`config.mk`:
```
export PLATFORM = sky130hd
export DESIGN_NAME = ir_scan_sequencer
export DESIGN_NICKNAME = d
export VERILOG_FILES = /design/src/rtl/ir_scan_sequencer_pkg.sv /design/src/rtl/ir_scan_sequencer_settle_timer.sv /design/src/rtl/ir_scan_sequencer.sv
export SDC_FILE = /design/constraint.sdc
export NUM_CORES = 1
export LEC_CHECK = 0
export ABC_CLOCK_PERIOD_IN_PS = 4200
export CORE_UTILIZATION = 30
export DETAILED_ROUTE_END_ITERATION = 10
export SYNTH_ARGS = -nofsm -noshare
export SYNTH_HDL_FRONTEND = slang
export SYNTH_SLANG_ARGS = --single-unit
```
`constraint.sdc`:
```
create_clock -name clk -period 4.2 [get_ports clk]
set_input_delay 0.63 -clock clk [delete_from_list [all_inputs] [get_ports clk]]
set_output_delay 0.63 -clock clk [all_outputs]
set_load 0.005 [all_outputs]
```
`src/rtl/ir_scan_sequencer_pkg.sv`:
```
// State encoding and default parameter values shared by the IR scan sequencer
// and its settle timer.
package scan_pkg;

    typedef enum logic [2:0] {
        S_IDLE   = 3'd0,
        S_MOVE   = 3'd1,
        S_SETTLE = 3'd2,
        S_SAMPLE = 3'd3,
        S_WRITE  = 3'd4,
        S_NEXT   = 3'd5,
        S_DONE   = 3'd6
    } state_t;

    localparam int          DEF_SETTLE_CYCLES = 2000000;
    localparam int          DEF_ANGLE_MIN     = 0;
    localparam int          DEF_ANGLE_MAX     = 180;
    localparam int          DEF_ANGLE_STEP    = 5;
    localparam logic [23:0] DEF_BASE_ADDR     = 24'h000400;

    // Smallest counter width that can hold SETTLE_CYCLES-1.
    function automatic int cnt_width(input int cycles);
        return (cycles > 1) ? $clog2(cycles) : 1;
    endfunction

endpackage

```
`src/rtl/ir_scan_sequencer_settle_timer.sv`:
```
// Loadable down-counter timing the servo settle interval; flags zero.
module settle_timer #(
    parameter int CNT_W = 21
) (
    input  logic             i_clk,
    input  logic             i_reset,
    input  logic             i_load,
    input  logic [CNT_W-1:0] i_load_val,
    input  logic             i_dec,
    output logic             o_zero
);

    logic [CNT_W-1:0] r_count;

    always_ff @(posedge i_clk or posedge i_reset) begin
        if (i_reset) begin
            r_count <= '0;
        end else if (i_load) begin
            r_count <= i_load_val;
        end else if (i_dec && (r_count != '0)) begin
            r_count <= r_count - 1'b1;
        end
    end

    assign o_zero = (r_count == '0);

endmodule

```
`src/rtl/ir_scan_sequencer.sv`:
```
// Sweeps the servo across the configured angle range, samples the IR ranger at
// each settled position and writes {angle, range} words through the memory arbiter.
module ir_scan_sequencer
    import scan_pkg::*;
#(
    parameter int          SETTLE_CYCLES = DEF_SETTLE_CYCLES,
    parameter int          ANGLE_MIN     = DEF_ANGLE_MIN,
    parameter int          ANGLE_MAX     = DEF_ANGLE_MAX,
    parameter int          ANGLE_STEP    = DEF_ANGLE_STEP,
    parameter logic [23:0] BASE_ADDR     = DEF_BASE_ADDR
) (
    input  logic        clk,
    input  logic        reset,
    input  logic        start,
    input  logic        stop,
    input  logic [7:0]  ir_in,
    output logic [15:0] angle,
    output logic        mem_req,
    input  logic        mem_grant,
    output logic [23:0] mem_addr,
    output logic [15:0] mem_wdata,
    output logic        mem_we,
    output logic        busy,
    output logic        done
);

    localparam int               CNT_W        = cnt_width(SETTLE_CYCLES);
    localparam logic [CNT_W-1:0] SETTLE_LOAD  = CNT_W'(SETTLE_CYCLES - 1);
    localparam logic [15:0]      ANGLE_MIN_W  = 16'(ANGLE_MIN);
    localparam logic [16:0]      ANGLE_MAX_W  = 17'(ANGLE_MAX);
    localparam logic [16:0]      ANGLE_STEP_W = 17'(ANGLE_STEP);

    state_t      r_state;
    logic [15:0] r_angle;
    logic [7:0]  r_idx;
    logic [7:0]  r_sample;
    logic        r_mem_req;
    logic        r_busy;
    logic        r_done;

    logic        w_load;
    logic        w_dec;
    logic        w_zero;
    logic [16:0] w_angle_next;

    assign w_load       = (r_state == S_MOVE);
    assign w_dec        = (r_state == S_SETTLE);
    assign w_angle_next = {1'b0, r_angle} + ANGLE_STEP_W;

    settle_timer #(
        .CNT_W(CNT_W)
    ) u_settle_timer (
        .i_clk      (clk),
        .i_reset    (reset),
        .i_load     (w_load),
        .i_load_val (SETTLE_LOAD),
        .i_dec      (w_dec),
        .o_zero     (w_zero)
    );

    always_ff @(posedge clk or posedge reset) begin
        if (reset) begin
            r_state   <= S_IDLE;
            r_angle   <= ANGLE_MIN_W;
            r_idx     <= '0;
            r_sample  <= '0;
            r_mem_req <= 1'b0;
            r_busy    <= 1'b0;
            r_done    <= 1'b0;
        end else begin
            r_done <= 1'b0;
            // A grant coinciding with stop has already committed through mem_we.
            if ((r_state != S_IDLE) && stop) begin
                r_state   <= S_IDLE;
                r_mem_req <= 1'b0;
                r_busy    <= 1'b0;
            end else begin
                case (r_state)
                    S_IDLE: begin
                        if (start) begin
                            r_angle <= ANGLE_MIN_W;
                            r_idx   <= '0;
                            r_busy  <= 1'b1;
                            r_state <= S_MOVE;
                        end
                    end
                    S_MOVE: begin
                        r_state <= S_SETTLE;
                    end
                    S_SETTLE: begin
                        if (w_zero) begin
                            r_state <= S_SAMPLE;
                        end
                    end
                    S_SAMPLE: begin
                        r_sample  <= ir_in;
                        r_mem_req <= 1'b1;
                        r_state   <= S_WRITE;
                    end
                    S_WRITE: begin
                        if (mem_grant) begin
                            r_mem_req <= 1'b0;
                            r_state   <= S_NEXT;
                        end
                    end
                    S_NEXT: begin
                        if (w_angle_next > ANGLE_MAX_W) begin
                            r_done  <= 1'b1;
                            r_state <= S_DONE;
                        end else begin
                            r_angle <= w_angle_next[15:0];
                            r_idx   <= r_idx + 8'd1;
                            r_state <= S_MOVE;
                        end
                    end
                    S_DONE: begin
                        r_busy  <= 1'b0;
                        r_state <= S_IDLE;
                    end
                    default: begin
                        r_mem_req <= 1'b0;
                        r_busy    <= 1'b0;
                        r_state   <= S_IDLE;
                    end
                endcase
            end
        end
    end

    // Address and data derive from registers that only change outside WRITE.
    assign mem_addr  = BASE_ADDR + {16'd0, r_idx};
    assign mem_wdata = {r_angle[7:0], r_sample};
    assign mem_req   = r_mem_req;
    assign mem_we    = r_mem_req & mem_grant;
    assign angle     = r_angle;
    assign busy      = r_busy;
    assign done      = r_done;

endmodule

```
==> metrics.txt <==
# TYPE chip_impl_metric gauge
chip_impl_metric{name="ff2ff_setup_slack",unit="ns"} 1.11
chip_impl_info{name="rsz0062_at_grt",value="no"} 1
chip_impl_metric{name="vdd_ir_drop_max",unit="µV"} 262
chip_impl_metric{name="seq_area_frac_synth",unit=""} 0.437
chip_impl_metric{name="dp_hpwl",unit="mm"} 5.37
chip_impl_metric{name="global_route.overflow_total",unit=""} 0
chip_impl_metric{name="drc",unit=""} 0
chip_impl_info{name="setup.worst_path.end",value="angle[0]"} 1
chip_impl_info{name="critPathKind",value="reg2reg"} 1
chip_impl_metric{name="ctsHtreeMaxLevel",unit=""} 3
chip_impl_metric{name="worstRegToRegCells",unit=""} 8
chip_impl_metric{name="antenna_left",unit=""} 0
chip_impl_metric{name="route.layer.met1.wl",unit="mm"} 3.93
chip_impl_metric{name="drt_iter0_markers",unit=""} 217
chip_impl_info{name="worstHoldPathType",value="reg2reg"} 1
chip_impl_metric{name="min_period",unit="ns"} 3.09
chip_impl_metric{name="fmax",unit="GHz"} 0.323
chip_impl_metric{name="design.portCount",unit=""} 73
chip_impl_info{name="most_common_cell_after_layout_fill_and_taps_aside",value="dfrtp_1"} 1
chip_impl_metric{name="leakage",unit="µW"} 0.00175
chip_impl_info{name="ys.flop_type",value="dfrtp_1"} 1
chip_impl_metric{name="clock_path_buffers",unit=""} 2
chip_impl_info{name="most-common-layout-cells",value="dfrtp_1 (59), clkdlybuf4s50_1 (56), nand2_1 (35), nor2_1 (24), nor3_1 (21)"} 1
chip_impl_metric{name="vias",unit=""} 2719
chip_impl_metric{name="first_pass_iters",unit=""} 4
chip_impl_info{name="clock-root-buffer",value="clkbuf_8"} 1
chip_impl_metric{name="netlist_area",unit="mm²"} 0.00338
chip_impl_info{name="yosysTopAreaCell",value="dfrtp_1"} 1
chip_impl_metric{name="worst-path-stages",unit=""} 8
chip_impl_metric{name="cts_sinks",unit=""} 59
chip_impl_metric{name="timing.critical_path.required",unit="ns"} 4.42
chip_impl_info{name="outcome",value="finished clean"} 1
chip_impl_metric{name="routedWlPerCell",unit="µm"} 13.9
chip_impl_info{name="cts_tree",value="yes"} 1
chip_impl_info{name="startpoint_of_the_most_critical_register_to_register_path",value="angle[0]"} 1
chip_impl_metric{name="ys_ff_latch",unit=""} 59
chip_impl_metric{name="postSynth.asyncResetShare",unit=""} 1.00
chip_impl_metric{name="cts_buffers",unit=""} 9
chip_impl_metric{name="core-area",unit="mm²"} 0.0109
chip_impl_info{name="path_cells",value="ha_1, nor2_2, nor2_1, xor2_1, o31a_1, nor4b_4, o21ai_1, mux2_2"} 1
chip_impl_metric{name="design.final.nets",unit=""} 422
chip_impl_metric{name="start_util",unit=""} 0.310
chip_impl_metric{name="number_of_resized_instances_in_the_post_cts_repair_step",unit=""} 0
chip_impl_metric{name="crit_path_max_incr_delay",unit="ns"} 0.62
chip_impl_metric{name="wl_met2",unit="mm"} 3.17
chip_impl_metric{name="total_wire_length_after_detailed_routing",unit="mm"} 7.61
chip_impl_metric{name="totalNegativeSetupSlack",unit="ns"} 0
chip_impl_info{name="worst_setup_path_start_kind",value="flop"} 1
chip_impl_info{name="synthTopCellsByArea",value="dfrtp_1 (44%), buf_4 (5.8%), nand2_1 (3.9%)"} 1
chip_impl_metric{name="utilization",unit=""} 0.377
chip_impl_info{name="gate_family_responsible_for_the_most_delay_along_the_worst_path",value="simple AND/OR/NAND/NOR gates"} 1
chip_impl_metric{name="finalWorstSetupSlack",unit="ns"} 1.11
chip_impl_metric{name="grt_first_pass_wirelength",unit="mm"} 12.6
chip_impl_metric{name="layout-area-overhead-vs-synth",unit="%"} 21.5
chip_impl_metric{name="timing.final.max_slew_violations",unit=""} 0
chip_impl_metric{name="met3WireLength",unit="µm"} 372
chip_impl_metric{name="grt_start_max_net_pins",unit=""} 43
chip_impl_metric{name="grt_pass1_vias",unit=""} 2522
chip_impl_metric{name="gp_congestion",unit=""} 0.826
chip_impl_metric{name="cp_bufs_invs",unit=""} 0
chip_impl_metric{name="setup_viol",unit=""} 0
chip_impl_metric{name="clkSlewWorstSetupHoldPaths",unit="ns"} 0.07
chip_impl_metric{name="post-route-period-util",unit=""} 0.737
chip_impl_metric{name="post_layout_nonfiller_instances",unit=""} 549
chip_impl_metric{name="syn-instance-count",unit=""} 361
chip_impl_metric{name="die_w",unit="µm"} 108
chip_impl_metric{name="fp-row-count",unit=""} 38
chip_impl_metric{name="drive_gt1_frac",unit=""} 0.0856
chip_impl_metric{name="syn-mean-instance-area",unit="µm²"} 9.35
chip_impl_metric{name="yosysTopAreaCellShare",unit=""} 0.437
chip_impl_metric{name="critPathArrivalTime",unit="ns"} 3.32
chip_impl_metric{name="numPlacedInstances",unit=""} 534
chip_impl_metric{name="total_power",unit="µW"} 1530
chip_impl_metric{name="tightestPinTransition",unit="ns"} 0.881
chip_impl_metric{name="grtUsageTotal",unit=""} 0.138
chip_impl_metric{name="via_per_inst",unit=""} 4.95
chip_impl_metric{name="critPathMaxFanout",unit=""} 13
chip_impl_info{name="r2r-end",value="angle[0]"} 1
chip_impl_metric{name="n_antenna_cell",unit=""} 0
chip_impl_metric{name="synth_cell_types",unit=""} 56
chip_impl_metric{name="ys.warnings.count",unit=""} 0
chip_impl_metric{name="clk-insertion-delay-late",unit="ns"} 0.34
chip_impl_metric{name="postCtsSetupBuffers",unit=""} 0
chip_impl_info{name="top_layer",value="met4"} 1
chip_impl_metric{name="synth-edff-count",unit=""} 0
chip_impl_metric{name="antenna_found_initial",unit=""} 0
chip_impl_info{name="crit_slowest_cell",value="nor4b_4"} 1
chip_impl_metric{name="slew_headroom",unit=""} 0.410
chip_impl_info{name="critical_path.startpoint",value="angle[0]"} 1
chip_impl_metric{name="port_buffers",unit=""} 56
chip_impl_metric{name="fp.dieH",unit="µm"} 108
chip_impl_metric{name="cts-hold-fix-buffers",unit=""} 0
chip_impl_metric{name="dp_slack",unit="ns"} 1.08
chip_impl_metric{name="drv_cap",unit=""} 0
chip_impl_info{name="end_kind",value="flop"} 1
chip_impl_metric{name="power_density",unit="mW/mm²"} 374
chip_impl_metric{name="timing.final.hold_violations",unit=""} 0
chip_impl_metric{name="fp.dieArea",unit="mm²"} 0.0117
chip_impl_metric{name="skew",unit="ns"} 0.00710
## synthesized netlist by cell type (2+ instances only)
cell type and instances:
buf_4 26, nand2_1 35, mux2_2 10, inv_1 10, nand3_1 9, nand4_1 7
and3_1 15, o211ai_1 3, or4_1 2, nor3_1 21, buf_2 4, nand3b_1 2
a211o_1 7, and2_1 10, and3b_1 2, a32o_1 2, mux2i_1 2, dfrtp_1 59
or3_1 9, o21ai_0 7, nor2b_1 2, a211oi_1 3, nor2_1 24, nand2b_1 4
ha_1 4, conb_1 2, xnor2_1 13, clkbuf_1 9, nor4_1 5, a221o_1 2
a22o_1 3, a21o_1 5, xor2_1 3, a21oi_1 18
## per-stage QoR
stage          instance area (µm²)  hold WS (ns)
2_1_floorplan                 3430         0.435
3_3_place_gp                  3930         0.454
6_report                      4100         0.471
4_1_cts                       4100         0.478
5_1_grt                       4100         0.509
3_5_place_dp                  3930         0.468
## kinds of logic (layout without fill, tap and decap cells)
group                      after synthesis  after routing  synth area share
AOI/OAI and AO/OA                       63             63             0.132
other                                    2             16           0.00222
xor gates and xnor gates                16             16            0.0415
and+or+nand+nor                        155            155             0.247
adders and majority gates                4              4            0.0148
muxes                                   12             12            0.0393
buffers and inverters                   50             84            0.0860
DFF                                     59             59             0.437
## layer usage
metal  GRT usage  vias up
li1            -     1332
met1       0.204     1292
met2       0.193       83
met3      0.0265       12
met4      0.0607        0
met5           0        -
## area by class of cell
cell class,instances,area [µm²]
sequential,59,1480
multi-input combinational,266,1660
clock inverter,5,30.0
tap,140,175
clock buffer,10,138
fill,1078,6790
inverter,10,37.5
timing repair buffer,59,583
## sequential cells by signal, indices dropped and copies added, names as in the netlist
signal and flops:
done 1, angle 16, r_sample 8, r_state 3, mem_req 1, r_idx 8, busy 1, u_settle_timer.r_count 21
## report_power, final
part | total, µW | leakage, µW | internal (µW) | switching, µW
clock | 450 | 0.0000839 | 223 | 226
sequential | 693 | 0.000742 | 632 | 61.4
combinational | 391 | 0.000929 | 190 | 201
total | 1530 | 0.00175 | 1040 | 489
## worst min path at each step
stage	start	to	slack, ns	cells after the start
5_1_grt	u_settle_timer.r_count[5]	u_settle_timer.r_count[5]	0.51	1
2_1_floorplan	u_settle_timer.r_count[5]	u_settle_timer.r_count[5]	0.44	1
3_3_place_gp	u_settle_timer.r_count[5]	u_settle_timer.r_count[5]	0.45	1
6_report	u_settle_timer.r_count[5]	u_settle_timer.r_count[5]	0.47	1
3_5_place_dp	u_settle_timer.r_count[5]	u_settle_timer.r_count[5]	0.47	1
4_1_cts	u_settle_timer.r_count[5]	u_settle_timer.r_count[5]	0.48	1
## worst register-to-register path: stages (launching register included)
cell     delay (ns)
dfrtp_1        0.46
ha_1           0.29
nor2_2         0.24
nor2_1         0.13
xor2_1         0.17
o31a_1         0.34
nor4b_4        0.62
o21ai_1        0.36
mux2_2         0.37
Power figures use the tool's default switching activity.
